$ cat config.mk
export PLATFORM = sky130hd
export DESIGN_NAME = and_vec_source
export DESIGN_NICKNAME = d
export VERILOG_FILES = /design/src/rtl/and_vec_source.sv
export SDC_FILE = /design/constraint.sdc
export NUM_CORES = 1
export LEC_CHECK = 0
export ABC_AREA = 1
export CORE_MARGIN = 2
export CORE_UTILIZATION = 50
export CTS_CLUSTER_DIAMETER = 200
export DETAILED_ROUTE_END_ITERATION = 12
export PLACE_DENSITY = 0.76
export SYNTH_ARGS = -nofsm -noshare
export SYNTH_HDL_FRONTEND = slang
export SYNTH_SLANG_ARGS = --single-unit
$ cat constraint.sdc
create_clock -name clk -period 2.35 [get_ports clk]
set_input_delay 0.3525 -clock clk [delete_from_list [all_inputs] [get_ports clk]]
set_output_delay 0.3525 -clock clk [all_outputs]
set_load 0.03 [all_outputs]
$ cat src/rtl/and_vec_source.sv
// and_vec_source: pattern generator feeding the x input of the AND cascade.
// Produces a LENGTH-bit vector in one of four patterns (up, down, LFSR,
// walking-one) behind a valid/ready handshake. Supports seed loading, an
// optional beat limit and a one-cycle wrap pulse when the pattern returns
// to its origin.
module and_vec_source #(
    parameter int                LENGTH    = 10,
    parameter int                INIT      = 1000,
    parameter logic [LENGTH-1:0] TAPS      = 10'h240,
    parameter int                NUM_BEATS = 0,
    parameter int                CNT_W     = 16
) (
    input  logic              clk,
    input  logic              rst,
    input  logic              en,
    input  logic [1:0]        mode,
    input  logic              load,
    input  logic [LENGTH-1:0] seed,
    output logic [LENGTH-1:0] x,
    output logic              x_valid,
    input  logic              x_ready,
    output logic              wrap,
    output logic [CNT_W-1:0]  beats,
    output logic              done
);

    // FSM encoding
    localparam logic [1:0] S_IDLE = 2'd0;
    localparam logic [1:0] S_RUN  = 2'd1;
    localparam logic [1:0] S_DONE = 2'd2;

    // Pattern modes
    localparam logic [1:0] M_UP   = 2'd0;
    localparam logic [1:0] M_DOWN = 2'd1;
    localparam logic [1:0] M_LFSR = 2'd2;
    localparam logic [1:0] M_WALK = 2'd3;

    localparam logic [LENGTH-1:0] INIT_X   = LENGTH'(INIT);
    localparam logic [LENGTH-1:0] X_ONE    = LENGTH'(1);
    localparam logic [LENGTH-1:0] X_ZERO   = '0;
    localparam logic [LENGTH-1:0] X_ONES   = '1;
    localparam logic [CNT_W-1:0]  CNT_ONE  = CNT_W'(1);
    localparam logic [CNT_W-1:0]  CNT_MAX  = '1;
    localparam logic [CNT_W-1:0]  LIMIT    = CNT_W'(NUM_BEATS);
    localparam bit                LIMIT_EN = (NUM_BEATS != 0);

    // Next pattern value for a given mode.
    function automatic logic [LENGTH-1:0] next_pattern(
        input logic [1:0]        m,
        input logic [LENGTH-1:0] v
    );
        logic [LENGTH-1:0] r;
        case (m)
            M_UP:    r = v + X_ONE;
            M_DOWN:  r = v - X_ONE;
            M_LFSR:  r = {v[LENGTH-2:0], ^(v & TAPS)};
            default: r = {v[LENGTH-2:0], v[LENGTH-1]};
        endcase
        return r;
    endfunction

    // True when advancing v to nv returns the pattern to its origin.
    function automatic logic wrap_event(
        input logic [1:0]        m,
        input logic [LENGTH-1:0] v,
        input logic [LENGTH-1:0] nv,
        input logic [LENGTH-1:0] org
    );
        logic r;
        case (m)
            M_UP:    r = (v == X_ONES);
            M_DOWN:  r = (v == X_ZERO);
            M_LFSR:  r = (nv == org);
            default: r = v[LENGTH-1];
        endcase
        return r;
    endfunction

    // Seed as actually loaded: an all-zero seed would lock up the LFSR
    // and the walking-one, so those modes substitute 1.
    function automatic logic [LENGTH-1:0] seed_value(
        input logic [1:0]        m,
        input logic [LENGTH-1:0] s
    );
        logic [LENGTH-1:0] r;
        if ((s == X_ZERO) && ((m == M_LFSR) || (m == M_WALK)))
            r = X_ONE;
        else
            r = s;
        return r;
    endfunction

    // Saturating increment of the beat counter.
    function automatic logic [CNT_W-1:0] sat_inc(input logic [CNT_W-1:0] b);
        logic [CNT_W-1:0] r;
        if (b == CNT_MAX)
            r = b;
        else
            r = b + CNT_ONE;
        return r;
    endfunction

    logic [1:0]        state;
    logic [LENGTH-1:0] origin;
    logic              fire;
    logic [LENGTH-1:0] x_adv;
    logic              wrap_adv;
    logic [LENGTH-1:0] seed_fix;
    logic [CNT_W-1:0]  beats_adv;
    logic              hit_limit;

    // Combinational next-value terms used by the registered update.
    always_comb begin
        fire      = x_valid & x_ready;
        x_adv     = next_pattern(mode, x);
        wrap_adv  = wrap_event(mode, x, x_adv, origin);
        seed_fix  = seed_value(mode, seed);
        beats_adv = sat_inc(beats);
        hit_limit = LIMIT_EN && (beats_adv == LIMIT);
    end

    // Handshake FSM, pattern register, origin, beat counter and wrap pulse.
    always_ff @(posedge clk or posedge rst) begin
        if (rst) begin
            state   <= S_IDLE;
            x       <= INIT_X;
            origin  <= INIT_X;
            x_valid <= 1'b0;
            wrap    <= 1'b0;
            beats   <= '0;
            done    <= 1'b0;
        end else if (load) begin
            // Load overrides any simultaneous fire: the fire is not counted.
            x      <= seed_fix;
            origin <= seed_fix;
            beats  <= '0;
            done   <= 1'b0;
            wrap   <= 1'b0;
            case (state)
                S_RUN: begin
                    state   <= S_RUN;
                    x_valid <= 1'b1;
                end
                S_IDLE: begin
                    state   <= en ? S_RUN : S_IDLE;
                    x_valid <= en;
                end
                default: begin
                    state   <= S_IDLE;
                    x_valid <= 1'b0;
                end
            endcase
        end else begin
            wrap <= 1'b0;
            case (state)
                S_IDLE: begin
                    if (en && !done) begin
                        state   <= S_RUN;
                        x_valid <= 1'b1;
                    end
                end
                S_RUN: begin
                    // A presented word stays until it fires; only then can
                    // the FSM leave RUN.
                    if (fire) begin
                        x     <= x_adv;
                        beats <= beats_adv;
                        wrap  <= wrap_adv;
                        if (hit_limit) begin
                            state   <= S_DONE;
                            x_valid <= 1'b0;
                            done    <= 1'b1;
                        end else if (!en) begin
                            state   <= S_IDLE;
                            x_valid <= 1'b0;
                        end
                    end
                end
                default: begin
                    state   <= S_DONE;
                    x_valid <= 1'b0;
                    done    <= 1'b1;
                end
            endcase
        end
    end

endmodule

Word-level counts from Yosys, hierarchy flattened
Cells that the tools add are included.
{"block": "classes", "add_sub_neg": 3, "n_eq_ne": 12, "mux": 28, "bitwise": 1, "reduce_logical": 15}
{"cell": "$mux 16", "n": 4}
{"cell": "$mux 10", "n": 4}
{"cell": "$pmux 10 s3", "n": 1}
{"cell": "$logic_not 10->1", "n": 2}
{"cell": "$add 16x1->16 const B", "n": 1}
{"cell": "$eq 16x16->1 const B", "n": 1}
{"cell": "$add 10x1->10 const B", "n": 1}
{"cell": "$eq 10x10->1", "n": 1}
{"cell": "$eq 10x10->1 const B", "n": 1}
{"cell": "$mux 1", "n": 10}
{"cell": "$reduce_xor 10->1", "n": 1}
{"cell": "$sub 10x1->10 const B", "n": 1}
{"cell": "$ne 3x3->1 const B", "n": 3}
{"cell": "$mux 2", "n": 4}
{"cell": "$pmux 1 s2", "n": 3}
{"cell": "$reduce_and 3->1", "n": 2}
{"cell": "$eq 2x1->1 const B", "n": 2}
{"cell": "$eq 2x2->1 const B", "n": 2}
{"cell": "$logic_not 2->1", "n": 2}
{"cell": "$pmux 2 s2", "n": 1}
{"cell": "$reduce_bool 2->1", "n": 2}
{"cell": "$pmux 1 s3", "n": 1}
{"cell": "$logic_and 1x1->1", "n": 2}
{"cell": "$ne 2x1->1 const B", "n": 1}
{"cell": "other kinds (6)", "n": 6}
{"block": "totals", "reg_bits": 41, "inputBits": 17, "output_inout_bits": 29, "elab_cells": 66}

Longest topological paths before layout
Gate-level depths: netlist of the first run.
{"block": "logic_depth", "word_depth": 7, "mapped_depth": 22, "ltp_nobuf": 22}

Worst setup path after synthesis of the first run
Ideal clock, no wire load.
{"block": "synth_path", "path_type": "flip-flop to flip-flop", "from": "reg x[1]", "to": "reg wrap", "arrival_time_ns": 1.972, "path_slack_ns": 0.305, "path_stages_with_launch": 20, "path_buffers": 0, "period_less_slack_ns": 2.045, "cell_sequence": "dfrtp_1 inv_1 nand2_1 nand2_1 inv_2 ha_1 inv_1 nand2_1 inv_1 nor2_1 nand3_1 nand3_1 nand3_1 nand2_1 nor2_1 nor2_1 nand3_1 nor2_1 nand2_1 a21oi_2"}
{"block": "synth_between", "elab_chain_len": 7, "word_cells_on_any_way": 10, "cone_classes": "2 x add/sub; 2 x eq/ne; 5 x mux; 1 x reduce/logical"}
{"item": "start, declared", "line": "19", "rtl": "output logic [LENGTH-1:0] x,"}
{"item": "start signal, assigned", "line": "134", "rtl": "x <= seed_fix;"}
{"item": "start signal, assigned", "line": "166", "rtl": "x <= x_adv;"}
{"item": "$sub 10x1->10 or $add 10x1->10 (tied branches)", "line": "55, 54"}
{"item": "$pmux 10 s3", "line": "53", "rtl": "case (m)"}
{"item": "$eq 10x10->1", "line": "73", "rtl": "M_LFSR: r = (nv == org);"}
{"item": "$pmux 1 s3 (*)", "line": "70", "rtl": "case (m)"}
{"item": "$mux 1 (*)", "line": "165", "rtl": "if (fire) begin"}
{"item": "$mux 1 (*)", "line": "155", "rtl": "case (state)"}
{"item": "$mux 1 (*)", "line": "132", "rtl": "end else if (load) begin"}
{"item": "end signal, assigned", "line": "168", "rtl": "wrap <= wrap_adv;"}
{"item": "end, declared", "line": "22", "rtl": "output logic wrap,"}
Every way passes the cells marked *; elsewhere a longest branch is shown, timed or not.
A chain may end at the register's enable or synchronous reset.

Worst setup path after layout of the first run
{"block": "layout_path", "from": "reg x[3]", "to": "reg wrap"}
The elaborated chain is that of the path after synthesis.

==> results of run 1 <==
[kinds of logic (layout without fill, tap and decap cells)]
| kind of cell | Yosys count | count (layout) | synth area share |
|---|---|---|---|
| AND/OR/NAND/NOR | 218 | 218 | 0.3573 |
| adder cells (fa/ha/maj) | 2 | 2 | 0.009032 |
| AO/OA/AOI/OAI | 68 | 68 | 0.1504 |
| buffers and inverters | 75 | 145 | 0.1165 |
| flip-flops | 40 | 40 | 0.3668 |
[Yosys cell counts (2+ instances only)]
master / instances
ha_1: 2
dfrtp_1: 28
a31oi_1: 4
nand2_4: 3
nand4_1: 4
and3_1: 2
nand2_2: 16
nor4_1: 5
nor2_2: 4
o21ai_0: 27
a41oi_1: 3
nand3_1: 33
nor3_1: 8
o21ai_1: 2
buf_4: 4
dfstp_2: 12
nor2_1: 29
clkbuf_1: 6
inv_2: 5
nand2_1: 112
o211ai_1: 2
a21oi_1: 13
o221ai_1: 4
a211oi_1: 4
inv_1: 56
[final cells by class]
type | instances | area, um^2
fill | 495 | 1857
timing repair buffer | 74 | 673.1
multi-input combinational | 288 | 1436
sequential | 40 | 1017
clock buffer | 7 | 96.34
clock inverter | 1 | 30.03
inverter | 63 | 239.0
tap | 72 | 90.09
[worst max-delay path, delay by kind of cell, from the launching register on]
family	cells	cell delay [ps]
compound gates	2	510
buf+inv	2	250
flops	1	590
simple gates	10	700
[report_power, final]
group	leakage [nW]	switching (mW)	internal (mW)
Sequential	0.495	0.0591	0.755
Combinational	1.18	0.423	0.282
Clock	0.0645	0.237	0.375
[routing by layer]
metal / track usage / up-vias / share of wire / routed length, um
met4: 0.08246 / 0 / 0.018 / 132
met2: 0.4362 / 88 / 0.49 / 3653
met1: 0.3245 / 1368 / 0.45 / 3375
met3: 0.03793 / 13 / 0.048 / 365
met5: 0 / - / 0 / 0
li1: - / 1449 / - / -
[sequential cells by signal (all words and copies together) (netlist names)]
| register | cells |
|---|---|
| state | 2 |
| origin | 10 |
| done | 1 |
| x | 10 |
| beats | 16 |
| wrap | 1 |
[stage by stage]
stage | setup slack [ps] | utilization
after floorplan | 304.9 | -
after global placement | -176.0 | 0.6319
after detailed placement | -250.9 | 0.6319
after CTS | 30.06 | 0.6552
after global routing | 8.274 | 0.6586
final | 218.7 | 0.6586
[timing repair]
action | 4_1_cts | 5_1_grt
resized for setup | 0 | 6
setup buffers | 0 | 1
setup endpoints to repair | 0 | 3
hold buffers | 0 | 0
[worst min-delay path by stage]
stage | from | endpoint | depth (start not counted)
6_report | rst | state[0] | 3
5_1_grt | origin[5] | origin[5] | 2
4_1_cts | origin[5] | origin[5] | 2
3_5_place_dp | origin[5] | origin[5] | 2
3_3_place_gp | origin[5] | origin[5] | 2
2_1_floorplan | seed[5] | origin[5] | 2
==> flow_summary.ini, run 1 <==
[clocking]
clkTransAtPathRegs_ps = 80
htree_levels = 2
cts_root_buf = clkbuf_8
clock_path_buffers = 2
cts.sinks = 40
clock_latency_ps = 290
tritoncts = built
cts_buffers = 5

[critical_path]
crit_end = wrap
cp_cell_sequence = inv_1 > a41oi_1 > inv_1 > nand2_1 > nand2_1 > nand2_1 > nand2_1 > nand2_1 > nand2_1 > nand2_1 > nand2_1 > nor2_1 > nand2_1 > a21oi_2
r2r_end = wrap
slowest_delay_ps = 590
startpoint_type = register
cp-startpoint = x[3]
cp_common_cell = nand2_1
crit_path_end_kind = register
crit_slowest_cell = dfstp_2
cp.required_ps = 2570
worst-setup-path-type = reg -> reg
path_max_fanout = 6
reg2reg_from = x[3]
reg2reg_slack_ps = 220
worstPathArrival_ps = 2350
worst-r2r-cell-count = 14

[finish]
drive_gt1_frac = 0.1797
final_cell_mix = nand2_1, inv_1, clkdlybuf4s50_1
area_growth_pct = 29.31
final_common_cell = nand2_1
instances_no_fill = 545
fin_area_um2 = 3582
layout.nets = 491
diodes = 0

[sta]
slew_headroom = 0.6591
clock_skew_ps = 5.853
fmax_mhz = 469.2
fin_hold_ws_ps = 486.3
period_share = 0.9069
setup_violations = 0
worst_pin_slew_ps = 511.4
fin_crit_ps = 2131
rsz0062_at_grt = no
slew_viol_final = 0
finalHoldViolCount = 0
fin_setup_tns_ps = 0

[detailed_routing]
drtIter0Drc = 202
first_pass_iters = 6
num_vias = 2918
drc_errors = 0
drt-vias-per-instance = 5.354
wirelength_um = 7526
wl_per_cell_um = 13.81
ant_nets = 0

[floorplanning]
coreArea_um2 = 5439
ios = 46
rows = 27
dieArea_um2 = 6152
die_h_um = 78.44
die_w_um = 78.44
initial_core_util = 0.5093

[yosys]
synth-edff-count = 0
ys_types = 40
synth_top_area_cell = dfrtp_1
yosys_warnings = 0
synth_top_area_frac = 0.2529
netlist_top_cells_area = dfrtp_1, nand2_1, dfstp_2
syn_avg_cell_area_um2 = 6.874
syn_inst = 403
ys.flop_type = dfrtp_1
ys_async_sr_fraction = 1.000
synth_nets = 422
seq_area_frac_synth = 0.3668
synth_area_um2 = 2770
synth-seq-cells = 40

[place]
portBuffers = 45
place_congestion = 0.9138
placed_area_um2 = 3437
dp.cells = 536
hpwl_um = 5617

[power_and_ir_drop]
powerDensity_nw_per_um2 = 595.0
ir_drop_v = 0.0004426
leakagePower_nw = 1.743
p_total_mw = 2.132

[grt]
antenna_found_initial = 0
grtUsageTotal = 0.2523
grt-ovfl-total = 0
grt_pass1_wl_um = 12350
grt_max_degree = 41
grt_pass1_vias = 2731

[hold_path]
hold_class = in -> async

[run]
drv_cap = 0

[status]
outcome = completed
(Power assumes the default switching activity.)
==> run 2, diff against run 1 <==
--- a/config.mk
+++ b/config.mk
@@ -6,7 +6,7 @@
 export NUM_CORES = 1
 export LEC_CHECK = 0
 export ABC_AREA = 1
-export CORE_MARGIN = 2
+export CORE_MARGIN = 3
 export CORE_UTILIZATION = 50
 export CTS_CLUSTER_DIAMETER = 200
 export DETAILED_ROUTE_END_ITERATION = 12
==> run 2 against run 1 <==
Net effect:
- count of clock-buffer cells in the layout grew 1
- critical endpoint unchanged
- clock power shrank 22%
- register-to-register slack is essentially flat
- sequential share of layout area is essentially flat
- clock skew shrank 4.3 ps
==> flow_summary.ini, run 2 (synthesized netlist as in run 1, its figures left out) <==
[critical_path]
startpoint_type = register
crit_path_end_kind = register
slowest_delay_ps = 440
r2r_end = wrap
cp_common_cell = nand2_1
reg2reg_slack_ps = 230
worstPathArrival_ps = 2350
reg2reg_from = x[1]
path_max_fanout = 4
crit_slowest_cell = dfrtp_1
worst-setup-path-type = reg -> reg
cp-startpoint = x[1]
cp.required_ps = 2580
cp_cell_sequence = inv_1 > nand2_1 > nand2_1 > inv_2 > ha_1 > inv_1 > nand2_2 > inv_2 > nor2_2 > nand3_1 > nand2_1 > nand2_1 > nand3_2 > nand2_2 > nor2_1 > nor2_1 > nand3_1 > nor2_1 > nand2_1 > a21oi_2
crit_end = wrap
worst-r2r-cell-count = 20

[sta]
setup_violations = 0
clock_skew_ps = 1.512
slew_headroom = 0.6631
slew_viol_final = 0
fmax_mhz = 472.0
fin_crit_ps = 2118
finalHoldViolCount = 0
period_share = 0.9015
fin_setup_tns_ps = 0
worst_pin_slew_ps = 505.4

[floorplanning]
coreArea_um2 = 5238
die_w_um = 80.44
dieArea_um2 = 6470
rows = 26
die_h_um = 80.44
initial_core_util = 0.5289
ios = 46

[power_and_ir_drop]
leakagePower_nw = 1.735
ir_drop_v = 0.0003657
p_total_mw = 2.013
powerDensity_nw_per_um2 = 563.4

[clocking]
post_cts_buffers = 0
clock_path_buffers = 2
cts_buffers = 5
cts_root_buf = clkbuf_8
tritoncts = built
clkTransAtPathRegs_ps = 70
cts.sinks = 40
clock_latency_ps = 290
cts_hold_buf = 0
htree_levels = 2

[detailed_routing]
drtIter0Drc = 176
drt-vias-per-instance = 5.476
wl_per_cell_um = 13.95
first_pass_iters = 5
num_vias = 2968
wirelength_um = 7559
drc_errors = 0
ant_nets = 0

[finish]
largest_registers = beats: 16 flops, origin: 10 flops, x: 10 flops
fin_area_um2 = 3572
diodes = 0
top_register = beats
instances_no_fill = 542
fin_util = 0.6820
final_cell_mix = nand2_1, inv_1, clkdlybuf4s50_1
nFillCells = 478
largest_register_ff_count = 16
drive_gt1_frac = 0.1843
area_growth_pct = 28.95
layout.nets = 490
final_common_cell = nand2_1

[grt]
grt_pass1_vias = 2856
grt_max_degree = 41
grt_pass1_wl_um = 12760
antenna_found_initial = 0
grt-ovfl-total = 0
grtUsageTotal = 0.2498

[place]
dp.cells = 534
portBuffers = 45
hpwl_um = 5636
placed_area_um2 = 3447
place_congestion = 0.9891

[hold_path]
hold_class = in -> async

[status]
outcome = completed

[run]
drv_cap = 0
## run 2: routing by layer
layer,vias to the layer above,wire length (um),track usage
li1,1455,-,-
met2,133,3561,0.4164
met3,27,525,0.04821
met5,-,0,0
met4,0,193,0.09122
met1,1353,3278,0.3210
## run 2: area by class of cell
| cell class | count | area, um^2 | share of cell area |
|---|---|---|---|
| multi-input combinational | 288 | 1461 | 0.4091 |
| sequential | 40 | 1016 | 0.2844 |
| timing repair buffer | 73 | 678.2 | 0.1898 |
| inverter | 63 | 239.0 | 0.06690 |
| clock buffer | 8 | 90.09 | 0.02522 |
| tap | 70 | 87.58 | 0.02452 |
## run 2: per-stage QoR
stage	hold WS [ps]	worst slack, ps
after floorplan	466.9	304.9
after global placement	488.2	-183.5
after detailed placement	489.7	-238.7
after global routing	538.7	-13.15
after CTS	494.7	59.44
final	475.0	231.6
## run 2: timing repair
item	in CTS	in global routing
gates resized for setup	0	13
endpoints found under the hold margin	0	0
endpoints found under the setup margin	0	1
## run 2: where the power goes
part           switching [mW]  leakage (nW)  internal (mW)  total [mW]
Clock                   0.236        0.0455          0.240       0.475
Combinational           0.434          1.19          0.290       0.725
Sequential             0.0583         0.496          0.755       0.813
## run 2: worst min path at each step
| stage | startpoint | cells past startpoint | slack (ps) | end |
|---|---|---|---|---|
| floorplan | seed[5] | 2 | 470 | origin[5] |
| global placement | origin[5] | 2 | 490 | origin[5] |
| detailed placement | origin[5] | 2 | 490 | origin[5] |
| CTS | rst | 3 | 490 | wrap |
| global route | rst | 3 | 540 | done |
| finish | rst | 3 | 470 | state[0] |
## run 2: critical path: cells and delay by family, from the launching register on
kind                     cells  cell delay [ps]
AO/OA/AOI/OAI                1              110
flip-flops                   1              440
adder cells (fa/ha/maj)      1              160
AND/OR/NAND/NOR             14             1050
buffers and inverters        4              280
